**config.mk**
```make
export PLATFORM = sky130hd
export DESIGN_NAME = fft_sched
export DESIGN_NICKNAME = d
export VERILOG_FILES = /design/src/rtl/fft_pkg.sv /design/src/rtl/fft_rr_arb.sv /design/src/rtl/fft_sched.sv
export SDC_FILE = /design/constraint.sdc
export NUM_CORES = 1
export LEC_CHECK = 0
export ABC_AREA = 0
export CORE_MARGIN = 4
export CORE_UTILIZATION = 30
export CTS_BUF_LIST = sky130_fd_sc_hd__clkbuf_4
export DETAILED_ROUTE_END_ITERATION = 8
export GPL_TIMING_DRIVEN = 0
export PLACE_DENSITY = 0.71
export SETUP_SLACK_MARGIN = 0.05
export SYNTH_ARGS = -nofsm -noshare
export SYNTH_HDL_FRONTEND = slang
export SYNTH_HIERARCHICAL = 1
export SYNTH_SLANG_ARGS = --single-unit
```
**constraint.sdc**
```tcl
create_clock -name clk -period 3.7 [get_ports clk]
set_input_delay 0.74 -clock clk [delete_from_list [all_inputs] [get_ports clk]]
set_output_delay 0.74 -clock clk [all_outputs]
set_load 0.005 [all_outputs]
```
**src/rtl/fft_pkg.sv**
```systemverilog
// -----------------------------------------------------------------------------
// fft_pkg
// Shared definitions for the fft_sched frame scheduler:
//   - state_t       : scheduler FSM states (IDLE, LOAD, WAIT)
//   - DEF_N, DEF_DW : default FFT frame length and sample component width
//   - cnt_width()   : width of a counter that must hold the value N
// -----------------------------------------------------------------------------
package fft_pkg;

  typedef enum logic [1:0] {
    IDLE = 2'd0,
    LOAD = 2'd1,
    WAIT = 2'd2
  } state_t;

  localparam int DEF_N  = 64;
  localparam int DEF_DW = 16;

  // One extra bit over log2(n) so the counter can represent n itself.
  function automatic int cnt_width(input int n);
    return $clog2(n) + 1;
  endfunction

endpackage

```
**src/rtl/fft_rr_arb.sv**
```systemverilog
// -----------------------------------------------------------------------------
// fft_rr_arb
// Combinational round-robin priority picker. Scans req starting at rr_ptr and
// moving upward with wrap-around; the first set bit wins.
// Ports:
//   req        in  NCH  request vector
//   rr_ptr     in  CW   highest-priority index for this pick
//   gnt_onehot out NCH  one-hot winner (all zero when no request)
//   gnt_idx    out CW   binary index of the winner (0 when no request)
//   gnt_any    out 1    at least one request present
// -----------------------------------------------------------------------------
module fft_rr_arb
  import fft_pkg::*;
#(
  parameter int NCH = 4,
  localparam int CW = $clog2(NCH)
) (
  input  logic [NCH-1:0] req,
  input  logic [CW-1:0]  rr_ptr,
  output logic [NCH-1:0] gnt_onehot,
  output logic [CW-1:0]  gnt_idx,
  output logic           gnt_any
);

  // One extra bit so rr_ptr + offset can be wrapped without overflow.
  localparam int SW = CW + 1;

  logic [SW-1:0] cand_s;

  // Priority scan from rr_ptr upward; earlier candidates in the scan win.
  always_comb begin
    gnt_onehot = '0;
    gnt_idx    = '0;
    gnt_any    = 1'b0;
    cand_s     = '0;
    for (int i = 0; i < NCH; i++) begin
      cand_s = {1'b0, rr_ptr} + SW'(i);
      cand_s = (cand_s >= SW'(NCH)) ? (cand_s - SW'(NCH)) : cand_s;
      if (!gnt_any && req[cand_s[CW-1:0]]) begin
        gnt_any                     = 1'b1;
        gnt_idx                     = cand_s[CW-1:0];
        gnt_onehot[cand_s[CW-1:0]]  = 1'b1;
      end else begin
        // an earlier candidate in the scan already holds the grant
      end
    end
  end

endmodule

```
**src/rtl/fft_sched.sv**
```systemverilog
// -----------------------------------------------------------------------------
// fft_sched
// Frame-level round-robin scheduler sharing one streaming FFT engine between
// NCH channels. A granted channel supplies exactly N samples (gaps allowed),
// then the N engine results are returned tagged with the owning channel.
//
// Optional build macro FFT_SCHED_STATS_EN adds stat_frames: one 16-bit
// wrapping frame counter per channel (cleared by rst_n only, not by flush).
//
// Ports:
//   clk, rst_n (sync, active low), flush (abort frame, pulse engine reset)
//   ch_valid/ch_ready/ch_real/ch_imag : per-channel sample inputs (packed)
//   fft_rst, fft_in_valid/real/imag    : engine reset and sample stream
//   fft_out_valid/real/imag            : engine result stream
//   res_valid/real/imag/chan/last      : tagged result stream
//   busy                               : scheduler not idle
//   stat_frames (macro only)           : per-channel completed frame counts
// -----------------------------------------------------------------------------
module fft_sched
  import fft_pkg::*;
#(
  parameter int DW  = DEF_DW,
  parameter int N   = DEF_N,
  parameter int NCH = 4,
  localparam int CW = $clog2(NCH)
) (
  input  logic              clk,
  input  logic              rst_n,
  input  logic              flush,
  input  logic [NCH-1:0]    ch_valid,
  output logic [NCH-1:0]    ch_ready,
  input  logic [NCH*DW-1:0] ch_real,
  input  logic [NCH*DW-1:0] ch_imag,
  output logic              fft_rst,
  output logic              fft_in_valid,
  output logic [DW-1:0]     fft_in_real,
  output logic [DW-1:0]     fft_in_imag,
  input  logic              fft_out_valid,
  input  logic [DW-1:0]     fft_out_real,
  input  logic [DW-1:0]     fft_out_imag,
  output logic              res_valid,
  output logic [DW-1:0]     res_real,
  output logic [DW-1:0]     res_imag,
  output logic [CW-1:0]     res_chan,
  output logic              res_last,
  output logic              busy
`ifdef FFT_SCHED_STATS_EN
  ,
  output logic [NCH*16-1:0] stat_frames
`endif
);

  localparam int KW = cnt_width(N);

  state_t          state_r;
  logic [CW-1:0]   gnt_r;
  logic [CW-1:0]   rr_ptr_r;
  logic [KW-1:0]   scnt_r;
  logic [KW-1:0]   rcnt_r;

  logic [NCH-1:0]  arb_onehot_s;
  logic [CW-1:0]   arb_idx_s;
  logic            arb_any_s;
  logic            xfer_s;
  logic            sample_last_s;
  logic            beat_last_s;
  logic [CW-1:0]   rr_next_s;

  fft_rr_arb #(.NCH(NCH)) u_arb (
    .req        (ch_valid),
    .rr_ptr     (rr_ptr_r),
    .gnt_onehot (arb_onehot_s),
    .gnt_idx    (arb_idx_s),
    .gnt_any    (arb_any_s)
  );

  assign xfer_s        = (state_r == LOAD) & ch_valid[gnt_r] & ch_ready[gnt_r];
  assign sample_last_s = (scnt_r == KW'(N - 1));
  assign beat_last_s   = (rcnt_r == KW'(N - 1));
  assign rr_next_s     = (gnt_r == CW'(NCH - 1)) ? '0 : (gnt_r + CW'(1));

  // Scheduler FSM with registered handshake, engine and result outputs.
  always_ff @(posedge clk) begin
    if (!rst_n) begin
      state_r      <= IDLE;
      gnt_r        <= '0;
      rr_ptr_r     <= '0;
      scnt_r       <= '0;
      rcnt_r       <= '0;
      ch_ready     <= '0;
      fft_rst      <= 1'b1;
      fft_in_valid <= 1'b0;
      fft_in_real  <= '0;
      fft_in_imag  <= '0;
      res_valid    <= 1'b0;
      res_real     <= '0;
      res_imag     <= '0;
      res_chan     <= '0;
      res_last     <= 1'b0;
      busy         <= 1'b0;
    end else if (flush) begin
      // Abort: partial frame dropped, engine reset for one cycle, rr_ptr kept.
      state_r      <= IDLE;
      gnt_r        <= '0;
      scnt_r       <= '0;
      rcnt_r       <= '0;
      ch_ready     <= '0;
      fft_rst      <= 1'b1;
      fft_in_valid <= 1'b0;
      fft_in_real  <= '0;
      fft_in_imag  <= '0;
      res_valid    <= 1'b0;
      res_real     <= '0;
      res_imag     <= '0;
      res_chan     <= '0;
      res_last     <= 1'b0;
      busy         <= 1'b0;
    end else begin
      fft_rst      <= 1'b0;
      fft_in_valid <= 1'b0;
      res_valid    <= 1'b0;
      res_last     <= 1'b0;
      case (state_r)
        IDLE: begin
          if (arb_any_s) begin
            gnt_r    <= arb_idx_s;
            ch_ready <= arb_onehot_s;
            scnt_r   <= '0;
            state_r  <= LOAD;
            busy     <= 1'b1;
          end else begin
            ch_ready <= '0;
            busy     <= 1'b0;
          end
        end
        LOAD: begin
          if (xfer_s) begin
            fft_in_valid <= 1'b1;
            fft_in_real  <= ch_real[gnt_r*DW +: DW];
            fft_in_imag  <= ch_imag[gnt_r*DW +: DW];
            scnt_r       <= scnt_r + KW'(1);
            if (sample_last_s) begin
              ch_ready <= '0;
              rcnt_r   <= '0;
              state_r  <= WAIT;
            end
          end
        end
        WAIT: begin
          if (fft_out_valid) begin
            res_valid <= 1'b1;
            res_real  <= fft_out_real;
            res_imag  <= fft_out_imag;
            res_chan  <= gnt_r;
            rcnt_r    <= rcnt_r + KW'(1);
            if (beat_last_s) begin
              res_last <= 1'b1;
              rr_ptr_r <= rr_next_s;
              state_r  <= IDLE;
              busy     <= 1'b0;
            end
          end
        end
        default: begin
          state_r  <= IDLE;
          ch_ready <= '0;
          busy     <= 1'b0;
        end
      endcase
    end
  end

`ifdef FFT_SCHED_STATS_EN
  logic [15:0] stat_r [NCH];

  // Per-channel completed-frame counters; survive flush, cleared by rst_n.
  always_ff @(posedge clk) begin
    if (!rst_n) begin
      for (int c = 0; c < NCH; c++) begin
        stat_r[c] <= 16'd0;
      end
    end else if (!flush && (state_r == WAIT) && fft_out_valid && beat_last_s) begin
      stat_r[gnt_r] <= stat_r[gnt_r] + 16'd1;
    end
  end

  for (genvar g = 0; g < NCH; g++) begin : g_stat
    assign stat_frames[g*16 +: 16] = stat_r[g];
  end
`endif

endmodule

```
==> results of run 1 <==
-- power by group through the flow --
stage                     Clock, mW  Combinational (mW)  Sequential [mW]
final                         0.480               0.350             1.03
after global routing          0.534               0.373             1.03
after CTS                     0.494               0.350             1.03
after detailed placement          0               0.349             1.05
after global placement            0               0.348             1.05
after floorplan                   0               0.123             1.05
-- metal layers --
layer	track usage	up-vias	routed length (µm)
met5	0	-	0
met4	0.0604	0	418
met3	0.0358	30	1140
met2	0.312	213	8850
met1	0.229	2445	7230
li1	-	2539	-
-- sequential cells by signal, summed over array words and instances (netlist names), 2 cells and up --
name and flops:
scnt_r 7, res_real 16, rr_ptr_r 2, gnt_r 2
fft_in_real 16, fft_in_imag 16, state_r 2, ch_ready 4
res_imag 16, rcnt_r 7, res_chan 2
-- worst max-delay path: cells and delay by family, from the launching register on --
family / cells / cell delay, ns
buf+inv: 3 / 0.70
simple gates: 4 / 0.67
flops: 1 / 0.55
fa+ha+maj: 1 / 0.37
mux: 1 / 0.32
compound gates: 1 / 0.16
-- cells by family after synthesis --
kind of cell | after synthesis | synth area share
AND/OR/NAND/NOR | 189 | 0.184
AO/OA/AOI/OAI | 162 | 0.180
flip-flops | 95 | 0.379
buffers and inverters | 56 | 0.0494
multiplexers | 45 | 0.186
adder cells (fa/ha/maj) | 8 | 0.0200
-- placed cells by master (no fill, tap or decap), drive strengths merged, types with 2 or more instances in the layout --
cell type	n
a21oi	79
a22oi	12
a31oi	3
and2	10
buf	15
clkbuf	44
clkdlybuf4s50	242
clkinv	6
dfxtp	95
ha	8
inv	6
mux2i	6
mux4	38
nand2	85
nand2b	4
nand3	49
nand4	3
nor2	11
nor2b	10
nor3	6
nor4	2
nor4bb	2
o211ai	7
o21ai	47
o22ai	4
o31ai	3
or3	2
-- area by class of cell --
type                       count  area [µm²]  area share
buffer                        49         221      0.0284
clock buffer                  10        75.1     0.00962
clock inverter                 6        27.5     0.00353
inverter                       7        26.3     0.00337
multi-input combinational    404        2860       0.367
sequential                    95        1900       0.244
tap                          216         270      0.0346
timing repair buffer         242        2420       0.310
-- metrics by stage --
step                      setup WS (ns)  hold WS [ns]  utilization  instance area (µm²)  std cells
after floorplan                    1.34         0.450            -                 5010        555
after global routing              0.545         0.487        0.484                 7810       1029
after detailed placement          0.487         0.446        0.478                 7700       1013
final                             0.866         0.463        0.484                 7810       1029
after CTS                         0.895         0.465        0.484                 7810       1029
after global placement            0.500         0.441        0.478                 7700       1013
-- how the worst max path moves through the flow --
stage	from	end	slack, ns	depth (start not counted)
after floorplan	rr_ptr_r[0]$_SDFFE_PN0P_	ch_ready[0]$_SDFFE_PP0P_	1.34	11
after detailed placement	ch_valid[2]	scnt_r[2]$_SDFFE_PP0P_	0.49	9
after CTS	rr_ptr_r[0]$_SDFFE_PN0P_	scnt_r[2]$_SDFFE_PP0P_	0.89	11
final	rr_ptr_r[1]$_SDFFE_PN0P_	scnt_r[4]$_SDFFE_PP0P_	0.87	10
after global placement	ch_valid[2]	scnt_r[3]$_SDFFE_PP0P_	0.50	9
after global routing	rr_ptr_r[1]$_SDFFE_PN0P_	scnt_r[2]$_SDFFE_PP0P_	0.55	10
==> out/results.txt, run 1 <==
# port buffers: 242
Num Clock Sinks: 95
Post-CTS Resized: 0
Post-synth top cells: dfxtp_1, nand2_1, a21oi_1
wire per inst: 17.1 µm
full die area: 0.0188 mm²
Hold Crit Class: reg -> reg
clk root buf: clkbuf_4
Leak: 2.46 nW
Post-DP HPWL: 13.8 mm
Skew-Pair Late Insertion Delay: 0.43 ns
I/O Pins: 243
Slew headroom: 0.403
row count: 46
top-count cell post-synth: dfxtp_1
crit path DAT: 3.20 ns
Seq/Total Area, Yosys: 0.379
initial core utilization: 0.311
first-pass GRT wire length: 27.0 mm
DRT antenna net count: 0
Clk pwr share: 0.258
R2R cell count: 10
Placer Congestion: 0.846
count of different cell masters after synthesis: 43
WP data required: 4.06 ns
total grt overflow: 0
die width: 137 µm
Slowest-stage cell, CP: dfxtp_1
worst slew pin tran: 0.884 ns
Hold EP: res_real[6]$_SDFFE_PP0N_
vias per inst: 5.08
Max-cap violations: 0
# Post-CTS Setup Buffers: 0
Residual DRC: 0
reg2reg end: scnt_r[4]$_SDFFE_PP0P_
status: complete, no violations
flop2flop setup slack: 0.87 ns
Die Span Y: 137 µm
P_int: 1.39 mW
CP endpoint kind: flip-flop
crit start category: flip-flop
Global Route Usage Sum: 0.182
WL final: 17.6 mm
critical-path cell list: inv_1 -> ha_1 -> mux4_2 -> buf_6 -> nor3_1 -> nand2b_1 -> nand2_1 -> clkbuf_1 -> nand3_1 -> o22ai_1
RSZ-0062 raised after global routing: no
VDD IR max: 0.119 mV
Final #Nets: 984
initial antenna violation count: 0
Final Hold Viols: 0
share of the synthesized area in the top cell type: 0.379
Comb pwr share: 0.188
yosys warns: 6
dominant cell type by area after synthesis: dfxtp_1
synthesized instance count: 555
Hold-fix buffers, CTS: 0
Ant. Diodes: 0
CP max FO: 10
pwr dens: 238 mW/mm²
sequential power share: 0.554
synthesized flop and latch total: 95
Setup Skew: 0.0101 ns
post-synth net total: 731
HP Start: res_real[6]$_SDFFE_PP0N_
area grow syn2layout: 55.8%
Tmin final: 2.83 ns
synthesized cell area: 0.00501 mm²
CTS Buffer Depth: 2
CTS HTree Levels: 3
Clock Pin Slew Worst Setup and Hold Paths: 0.14 ns
Core Region: 0.0161 mm²
Synth async-reset ratio: 0
Num CTS Buffers: 9
FMAX: 353 MHz
Post-synth EDFFs: 0
ranking of synthesized cells by area: dfxtp_1, mux4_2, a21oi_1
Final Max Slew Viols: 0
Tot Pwr: 1.86 mW
Largest stage delay, worst path: 0.55 ns
WHS Path Cells: 2
final setup fails: 0
Syn Area/Cell: 9.03 µm²
vias in the first global route: 5,080
fillcell total: 1,556
DR vias: 5,227
Most used DFF post-synth: dfxtp_1
Crit Path Category: reg -> reg
Detailed Routing Iterations Pass 1: 5
switching power total: 472 µW
CTS tree: done
share of cells above drive strength 1: 0.0849
largest net degree at the start of global routing: 15
Initial DRC Count: 374
fin crit share: 0.766
Switching Fraction: 0.254
setup_tns: 0 ns
R2R Path Start: rr_ptr_r[1]$_SDFFE_PN0P_
No activity file was read; power rests on OpenSTA's default activity.
==> inputs of run 2 (changes only) <==
==> constraint.sdc (replaced) <==
create_clock -name clk -period 2.7 [get_ports clk]
set_input_delay 0.54 -clock clk [delete_from_list [all_inputs] [get_ports clk]]
set_output_delay 0.54 -clock clk [all_outputs]
set_load 0.005 [all_outputs]
==> run 2 against run 1 <==
Die area did not move. Largest cell class unchanged. Worst hold slack barely moved. Sequential share of layout area barely moved. Clock skew rose by 0.00067 ns.
==> out/results.txt, run 2 (synthesized netlist as in run 1, its figures left out) <==
commonest non-fill, non-tap cell in the layout: clkdlybuf4s50_1
Hold Crit Class: reg -> reg
Clk pwr share: 0.257
I/O Pins: 243
first-pass GRT wire length: 27.0 mm
Top cell by count, worst path: buf_6
# placed instances: 1,013
placed instance area: 0.00770 mm²
WP data required: 3.06 ns
Num Clock Sinks: 95
hold_ws: 0.464 ns
switching power total: 643 µW
clk root buf: clkbuf_4
Tmin final: 2.44 ns
Initial DRC Count: 389
Final #Nets: 984
fin crit share: 0.904
Final Hold Viols: 0
post-route cell area: 0.00784 mm²
Num CTS Buffers: 9
CP max FO: 10
VDD IR max: 0.163 mV
final setup fails: 0
wire per inst: 17.1 µm
Slowest-stage cell, CP: dfxtp_4
number of buffers and inverters on the critical path: 4
Largest stage delay, worst path: 0.40 ns
Layout Cells excl Fill: 1,030
DRT antenna net count: 0
pwr dens: 325 mW/mm²
total grt overflow: 0
Setup Skew: 0.0107 ns
FMAX: 410 MHz
CTS HTree Levels: 3
Global Route Usage Sum: 0.182
row count: 46
Crit Path Category: reg -> reg
CP endpoint kind: flip-flop
Clock Pin Slew Worst Setup and Hold Paths: 0.14 ns
die width: 137 µm
critical-path cell list: buf_6 -> inv_1 -> ha_4 -> mux4_2 -> buf_6 -> nor3_2 -> nand2b_1 -> nand2_1 -> clkbuf_2 -> nand3_1 -> o22ai_1
# port buffers: 242
status: complete, no violations
sequential power share: 0.555
CP delay by family, top: buffers and inverters
WL final: 17.6 mm
vias per inst: 5.08
Core Region: 0.0161 mm²
initial core utilization: 0.311
vias in the first global route: 5,080
Max-cap violations: 0
crit start category: flip-flop
commonest non-fill, non-tap cells in the layout: clkdlybuf4s50_1, dfxtp_1, nand2_1
fillcell total: 1,553
Die Span Y: 137 µm
crit path DAT: 2.80 ns
Leak: 2.47 nW
Final Max Slew Viols: 0
Placer Congestion: 0.846
P_int: 1.90 mW
Detailed Routing Iterations Pass 1: 5
CTS tree: done
DR vias: 5,229
Residual DRC: 0
initial antenna violation count: 0
worst slew pin tran: 0.866 ns
RSZ-0062 raised after global routing: no
Switching Fraction: 0.252
Comb pwr share: 0.189
area grow syn2layout: 56.4%
CTS Buffer Depth: 2
largest net degree at the start of global routing: 15
share of cells above drive strength 1: 0.0923
Slew headroom: 0.415
full die area: 0.0188 mm²
Skew-Pair Late Insertion Delay: 0.43 ns
Post-DP HPWL: 13.8 mm
[run 2: area by class of cell]
cell class	count	area, µm²	area share
diodes	1	2.50	0.000319
clock inverters	6	27.5	0.00351
clock buffers	10	75.1	0.00958
inverters	7	26.3	0.00335
multi-input cells	404	2880	0.367
flip-flops and latches	95	1910	0.243
plain buffers	48	219	0.0279
well taps	216	270	0.0345
repair buffers	243	2430	0.310
[run 2: metal layers]
layer / track usage / vias to the layer above / wire length, µm
li1: - / 2541 / -
met1: 0.229 / 2467 / 7290
met2: 0.312 / 191 / 8850
met3: 0.0358 / 30 / 1060
met4: 0.0604 / 0 / 410
met5: 0 / - / 0
[run 2: power groups by stage]
| stage | registers, mW | logic, mW | clock network (mW) |
|---|---|---|---|
| 3_5_place_dp | 1.44 | 0.478 | 0 |
| 3_3_place_gp | 1.44 | 0.476 | 0 |
| 5_1_grt | 1.41 | 0.512 | 0.732 |
| 4_1_cts | 1.41 | 0.480 | 0.677 |
| 6_report | 1.41 | 0.481 | 0.653 |
| 2_1_floorplan | 1.44 | 0.169 | 0 |
[run 2: tightest hold or removal path, cell delays in order (launching register included)]
cell and delay, ns:
dfxtp_1 0.33, nand2_1 0.05, a21oi_1 0.05
[run 2: worst paths after layout]
check / startpoint / endpoint / slack (ns) / cells after the start
setup / recovery: rr_ptr_r[0]$_SDFFE_PN0P_ / scnt_r[2]$_SDFFE_PP0P_ / 0.26 / 11
hold reg to reg: res_real[3]$_SDFFE_PP0N_ / res_real[3]$_SDFFE_PP0N_ / 0.46 / 2
hold / removal: res_real[3]$_SDFFE_PP0N_ / res_real[3]$_SDFFE_PP0N_ / 0.46 / 2
setup reg to reg: rr_ptr_r[0]$_SDFFE_PN0P_ / scnt_r[2]$_SDFFE_PP0P_ / 0.26 / 11
[run 2: what timing repair did]
item                                    4_1_cts  5_1_grt
hold buffers                                  0        0
hold endpoints to repair                      0        0
pin swaps                                     0        0
setup buffers                                 0        1
resized for setup                             3        3
endpoints found under the setup margin       14       14
[run 2: through the flow]
stage / utilization / setup TNS, ns / total power, mW / setup WS [ns]
6_report: 0.486 / 0 / 2.55 / 0.260
2_1_floorplan: - / 0 / 1.61 / 0.344
5_1_grt: 0.486 / 0 / 2.66 / 0.0339
4_1_cts: 0.485 / 0 / 2.57 / 0.0533
3_5_place_dp: 0.478 / -3.67 / 1.92 / -0.313
3_3_place_gp: 0.478 / -3.55 / 1.92 / -0.300
